===== config.mk =====
export PLATFORM = sky130hd
export DESIGN_NAME = mem_bus_arbiter
export DESIGN_NICKNAME = d
export VERILOG_FILES = /design/src/rtl/mem_bus_arbiter.sv
export SDC_FILE = /design/constraint.sdc
export NUM_CORES = 1
export LEC_CHECK = 0
export CAP_MARGIN = 10
export CORE_MARGIN = 2
export CORE_UTILIZATION = 25
export CTS_CLUSTER_SIZE = 20
export DETAILED_ROUTE_END_ITERATION = 8
export HOLD_SLACK_MARGIN = 0.06
export SLEW_MARGIN = 10
export SYNTH_ARGS = -nofsm -noshare
export SYNTH_HDL_FRONTEND = slang
export SYNTH_SLANG_ARGS = --single-unit

===== constraint.sdc =====
create_clock -name clk -period 3.9 [get_ports clk]
set_clock_uncertainty 0.15 [all_clocks]
set_input_delay 1.17 -clock clk [delete_from_list [all_inputs] [get_ports clk]]
set_output_delay 1.17 -clock clk [all_outputs]
set_load 0.02 [all_outputs]

===== src/rtl/mem_bus_arbiter.sv =====
// Shares one memory bus between the instruction-fetch port and the data port.
// Ports: ibus_* fetch side, dbus_* load/store side, m_* shared bus,
// flush_i/stallreq_o pipeline control, bus_err_o timeout pulse.
// Optional watchdog: define ARB_TIMEOUT_EN to abort hung transactions
// after TIMEOUT_CYCLES busy cycles.
module mem_bus_arbiter #(
  parameter int unsigned TIMEOUT_CYCLES = 255
) (
  input  logic        clk,
  input  logic        rst,
  input  logic        ibus_req_i,
  input  logic [31:0] ibus_addr_i,
  output logic [31:0] ibus_data_o,
  output logic        ibus_ack_o,
  input  logic        dbus_req_i,
  input  logic        dbus_we_i,
  input  logic [3:0]  dbus_sel_i,
  input  logic [31:0] dbus_addr_i,
  input  logic [31:0] dbus_data_i,
  output logic [31:0] dbus_data_o,
  output logic        dbus_ack_o,
  output logic        m_req_o,
  output logic        m_we_o,
  output logic [3:0]  m_sel_o,
  output logic [31:0] m_addr_o,
  output logic [31:0] m_wdata_o,
  input  logic [31:0] m_rdata_i,
  input  logic        m_ack_i,
  input  logic        flush_i,
  output logic        stallreq_o,
  output logic        bus_err_o
);

  typedef enum logic [1:0] {
    IDLE,
    I_BUSY,
    D_BUSY
  } state_t;

  state_t state_q, state_d;
  logic   discard_q, discard_d;
  logic   d_go, i_go;
  logic   busy, done, kill, tmo;
  logic   i_drop, d_drop;

  // A requester still holds req during its ack cycle; masking with the
  // ack keeps that cycle from being taken as a fresh request.
  assign d_go = dbus_req_i & ~dbus_ack_o;
  assign i_go = ibus_req_i & ~ibus_ack_o;

  assign stallreq_o = rst & (i_go | d_go);

  assign busy   = (state_q != IDLE);
  assign i_drop = (state_q == I_BUSY) & (flush_i | ~ibus_req_i);
  assign d_drop = (state_q == D_BUSY) & ~dbus_req_i;
  assign kill   = discard_q | i_drop | d_drop;

`ifdef ARB_TIMEOUT_EN
  localparam logic [15:0] CNT_LAST = 16'(TIMEOUT_CYCLES - 1);
  logic [15:0] cnt_q;

  // An ack in the last allowed cycle wins over the timeout.
  assign tmo = busy & ~m_ack_i & (cnt_q == CNT_LAST);

  always_ff @(posedge clk or negedge rst) begin
    if (!rst) begin
      cnt_q <= '0;
    end else if (!busy) begin
      cnt_q <= '0;
    end else if (!m_ack_i) begin
      cnt_q <= cnt_q + 16'd1;
    end
  end
`else
  assign tmo = 1'b0;
`endif

  assign done = busy & (m_ack_i | tmo);

  always_comb begin
    state_d   = state_q;
    discard_d = discard_q;
    unique case (state_q)
      IDLE: begin
        discard_d = 1'b0;
        if (d_go) state_d = D_BUSY;
        else if (i_go) state_d = I_BUSY;
      end
      I_BUSY: begin
        if (done) begin
          state_d   = IDLE;
          discard_d = 1'b0;
        end else if (i_drop) begin
          discard_d = 1'b1;
        end
      end
      D_BUSY: begin
        if (done) begin
          state_d   = IDLE;
          discard_d = 1'b0;
        end else if (d_drop) begin
          discard_d = 1'b1;
        end
      end
      default: begin
        state_d   = IDLE;
        discard_d = 1'b0;
      end
    endcase
  end

  always_ff @(posedge clk or negedge rst) begin
    if (!rst) begin
      state_q     <= IDLE;
      discard_q   <= 1'b0;
      m_req_o     <= 1'b0;
      m_we_o      <= 1'b0;
      m_sel_o     <= '0;
      m_addr_o    <= '0;
      m_wdata_o   <= '0;
      ibus_ack_o  <= 1'b0;
      ibus_data_o <= '0;
      dbus_ack_o  <= 1'b0;
      dbus_data_o <= '0;
      bus_err_o   <= 1'b0;
    end else begin
      state_q    <= state_d;
      discard_q  <= discard_d;
      ibus_ack_o <= 1'b0;
      dbus_ack_o <= 1'b0;
      bus_err_o  <= tmo;
      if (!busy) begin
        if (d_go) begin
          m_req_o   <= 1'b1;
          m_we_o    <= dbus_we_i;
          m_sel_o   <= dbus_sel_i;
          m_addr_o  <= dbus_addr_i;
          m_wdata_o <= dbus_data_i;
        end else if (i_go) begin
          m_req_o   <= 1'b1;
          m_we_o    <= 1'b0;
          m_sel_o   <= 4'hF;
          m_addr_o  <= ibus_addr_i;
          m_wdata_o <= '0;
        end
      end else if (done) begin
        m_req_o <= 1'b0;
        if (!kill) begin
          if (state_q == I_BUSY) begin
            ibus_ack_o  <= 1'b1;
            ibus_data_o <= tmo ? 32'h0 : m_rdata_i;
          end else begin
            dbus_ack_o  <= 1'b1;
            dbus_data_o <= tmo ? 32'h0 : m_rdata_i;
          end
        end
      end
    end
  end

endmodule


==> impl_summary.log <==
INFO  metric area_delta_synth_final = 64.3%
INFO  metric relative_max_transition_margin = 36.6%
INFO  metric cp_max_fo = 2
INFO  metric hp-class = reg2reg
INFO  metric fp.dieArea = 24100 um^2
INFO  metric finish.utilization = 41.7%
INFO  metric p_per_area = 821 nW/um^2
INFO  metric global_route.usage.total = 13.7%
INFO  metric final_layout_size_suffix_gt1_share = 26.5%
INFO  metric critical_path.startpoint_type = input pin
INFO  metric syn_inst = 358
INFO  metric multiInputGateArea = 2120 um^2
INFO  metric finalInstanceArea = 9380 um^2
INFO  metric clock_tree.htree_level_count = 4
INFO  metric grt_first_pass_wirelength = 25800 um
INFO  metric cts.path.max_buffers = 2
INFO  metric fraction_of_the_yosys_area_taken_by_sequential_cells = 60.9%
INFO  metric grt_pass1_vias = 4666
INFO  metric routed_wl = 16300 um
INFO  metric dr.first_iter.drc_count = 87
INFO  metric die_height = 155 um
INFO  metric end_kind = output pin
INFO  metric worst_vdd_rail_ir_drop = 358 uV
INFO  metric timing.final.setup_violations = 0
INFO  metric dp_worst_setup_slack = -0.0474 ns
INFO  metric cts_tree = yes
INFO  metric final_common_cell = clkdlybuf4s50_1
INFO  metric syn_nets = 500
INFO  metric path_clk_slew = 0.06 ns
INFO  metric r2r-start = state_q[1]
INFO  metric initial_core_utilization = 25.4%
INFO  metric postRouteAntennaNets = 0
INFO  metric synth.lib_cells_used.distinct = 31
INFO  metric netlist_area = 5710 um^2
INFO  metric width_of_the_die = 155 um
INFO  metric ys_warn_count = 0
INFO  metric finalNetCount = 782
INFO  metric layout.cells.most_common_list = 273 x clkdlybuf4s50_1, 139 x dfrtp_1, 98 x mux2_2
INFO  metric clock.fmax = 275 MHz
INFO  metric synth-seq-cells = 139
INFO  metric final_period_minus_worst_setup_slack = 3.64 ns
INFO  metric buffer_ports.inserted = 275
INFO  metric drc = 0
INFO  metric setup_repair_after_global_routing_missed_its_margin = no
INFO  metric cts_root_buf = clkbuf_16
INFO  metric clock-sinks = 139
INFO  metric final-max-slew-violation-count = 0
INFO  metric p_leak = 4.07 nW
INFO  metric post-route-period-util = 93.4%
INFO  metric run_status = finished clean
INFO  metric critPathArrivalTime = 2.32 ns
INFO  metric n_antenna_cell = 0
INFO  metric clk-insertion-delay-late = 0.41 ns
INFO  metric syn_avg_cell_area = 15.9 um^2
INFO  metric final-hold-violation-count = 0
INFO  metric avgRoutedWirePerCell = 17.4 um
INFO  metric num-fill-cells = 2047
INFO  metric detailedRoute.firstPassIterationCount = 5
INFO  metric routed_via_density = 4.34
INFO  metric timing.critical_path.from = ibus_req_i
INFO  metric max_slew.worst_pin.slew = 0.950 ns
INFO  metric cts_inserted_buffers = 17
INFO  metric place_hpwl = 11700 um
INFO  metric worst-endpoint-required = 2.58 ns
INFO  metric layout.area.seq = 3480 um^2
INFO  metric placementRows = 55
INFO  metric place_congestion = 0.747
INFO  metric globalRouteOverflowTotal = 0
INFO  metric holdCritStartpoint = m_sel_o[0]
INFO  metric final.setup.worst_slack = 0.259 ns
INFO  metric grt_max_degree = 76
INFO  metric top_level_ports = 277
INFO  metric drv_cap = 0
INFO  metric antenna_found_initial = 2
INFO  metric routed-via-count = 4064
INFO  metric setup.worst_path.class = in2out
INFO  metric cts.repair_timing.setup_buffer_count = 0
INFO  metric placed_cell_area = 8780 um^2
INFO  metric core_area = 22500 um^2
## final timing paths
check | end | slack, ns | cells past startpoint
max in group asynchronous | dbus_data_o[23] | 1.30 | 3
worst max register to register | dbus_data_o[21] | 1.42 | 6
worst min register to register | m_sel_o[0] | 0.34 | 1
worst max-delay path | stallreq_o | 0.26 | 4
worst min-delay path | m_sel_o[0] | 0.34 | 1
min in group asynchronous | m_wdata_o[17] | 0.79 | 2
## timing repair
item / in CTS / in global routing
hold buffers: 0 / 0
gates resized for setup: 1 / 0
endpoints found under the setup margin: 1 / 0
## cell usage after synthesis
master / count / area share (%)
a22o_1: 33 / 5.1
nand2_1: 5 / 0.33
mux2i_1: 2 / 0.35
ha_1: 3 / 0.66
mux2_4: 29 / 7.6
o21ai_0: 1 / 0.088
buf_1: 4 / 0.26
clkbuf_1: 4 / 0.26
conb_1: 1 / 0.066
nand2b_1: 2 / 0.22
o22a_1: 4 / 0.61
a21boi_0: 1 / 0.13
a21o_1: 1 / 0.13
mux2_2: 98 / 19
nor2b_1: 2 / 0.22
buf_4: 1 / 0.13
buf_2: 9 / 0.79
or4_1: 1 / 0.13
nand2b_4: 1 / 0.24
a21oi_2: 1 / 0.15
a2bb2oi_1: 1 / 0.15
o21a_1: 1 / 0.13
inv_1: 4 / 0.26
nor4_4: 1 / 0.37
o31ai_1: 1 / 0.13
nor2_1: 1 / 0.066
a21oi_1: 1 / 0.088
dfrtp_1: 139 / 61
mux2_1: 1 / 0.20
buf_6: 3 / 0.59
nand3b_1: 2 / 0.26
## layout make-up
| class | instances | area share, % |
|---|---|---|
| Sequential cell | 139 | 37.1 |
| Timing Repair Buffer | 284 | 30.1 |
| Multi-Input combinational cell | 194 | 22.6 |
| Clock buffer | 19 | 4.72 |
| Tap cell | 285 | 3.80 |
| Clock inverter | 12 | 1.59 |
| Inverter | 4 | 0.160 |
## worst max-delay path, stage by stage
cell and delay (ns):
clkdlybuf4s50_1 0.48, nand2b_1 0.14, a21boi_0 0.18, dlygate4sd2_1 0.35
## registers in the layout, summed over array words and instances (netlist names)
register     flops
state_q          2
m_req_o          1
dbus_ack_o       1
ibus_ack_o       1
discard_q        1
m_wdata_o       32
m_we_o           1
ibus_data_o     32
m_addr_o        32
dbus_data_o     32
m_sel_o          4
## layer usage
metal / wire, um / GRT usage, %
met3: 1490 / 5.35
met1: 6540 / 15.9
met5: 21 / 0
met2: 7900 / 23.0
met4: 351 / 5.11
## power by group
group	switching, mW	internal [mW]
sequential	0.357	2.08
combinational	1.68	1.96
clock	0.611	1.02
total	2.65	5.06
## cell families after synthesis
group	after synthesis	synth area share (%)
DFF	139	60.9
muxes	130	27.5
AOI/OAI and AO/OA	45	6.69
buffers and inverters	25	2.30
and+or+nand+nor	15	1.84
adders and majority gates	3	0.658
other	1	0.0657
## stage by stage
step	TNS (ns)	power (mW)	hold WS, ns	std cells
floorplan	0	4.36	0.337	358
global placement	-0.0773	6.05	0.326	906
detailed placement	-0.0474	6.13	0.326	906
CTS	0	7.83	0.341	937
global route	0	8.14	0.364	937
finish	0	7.70	0.338	937
(Power assumes the default switching activity.)
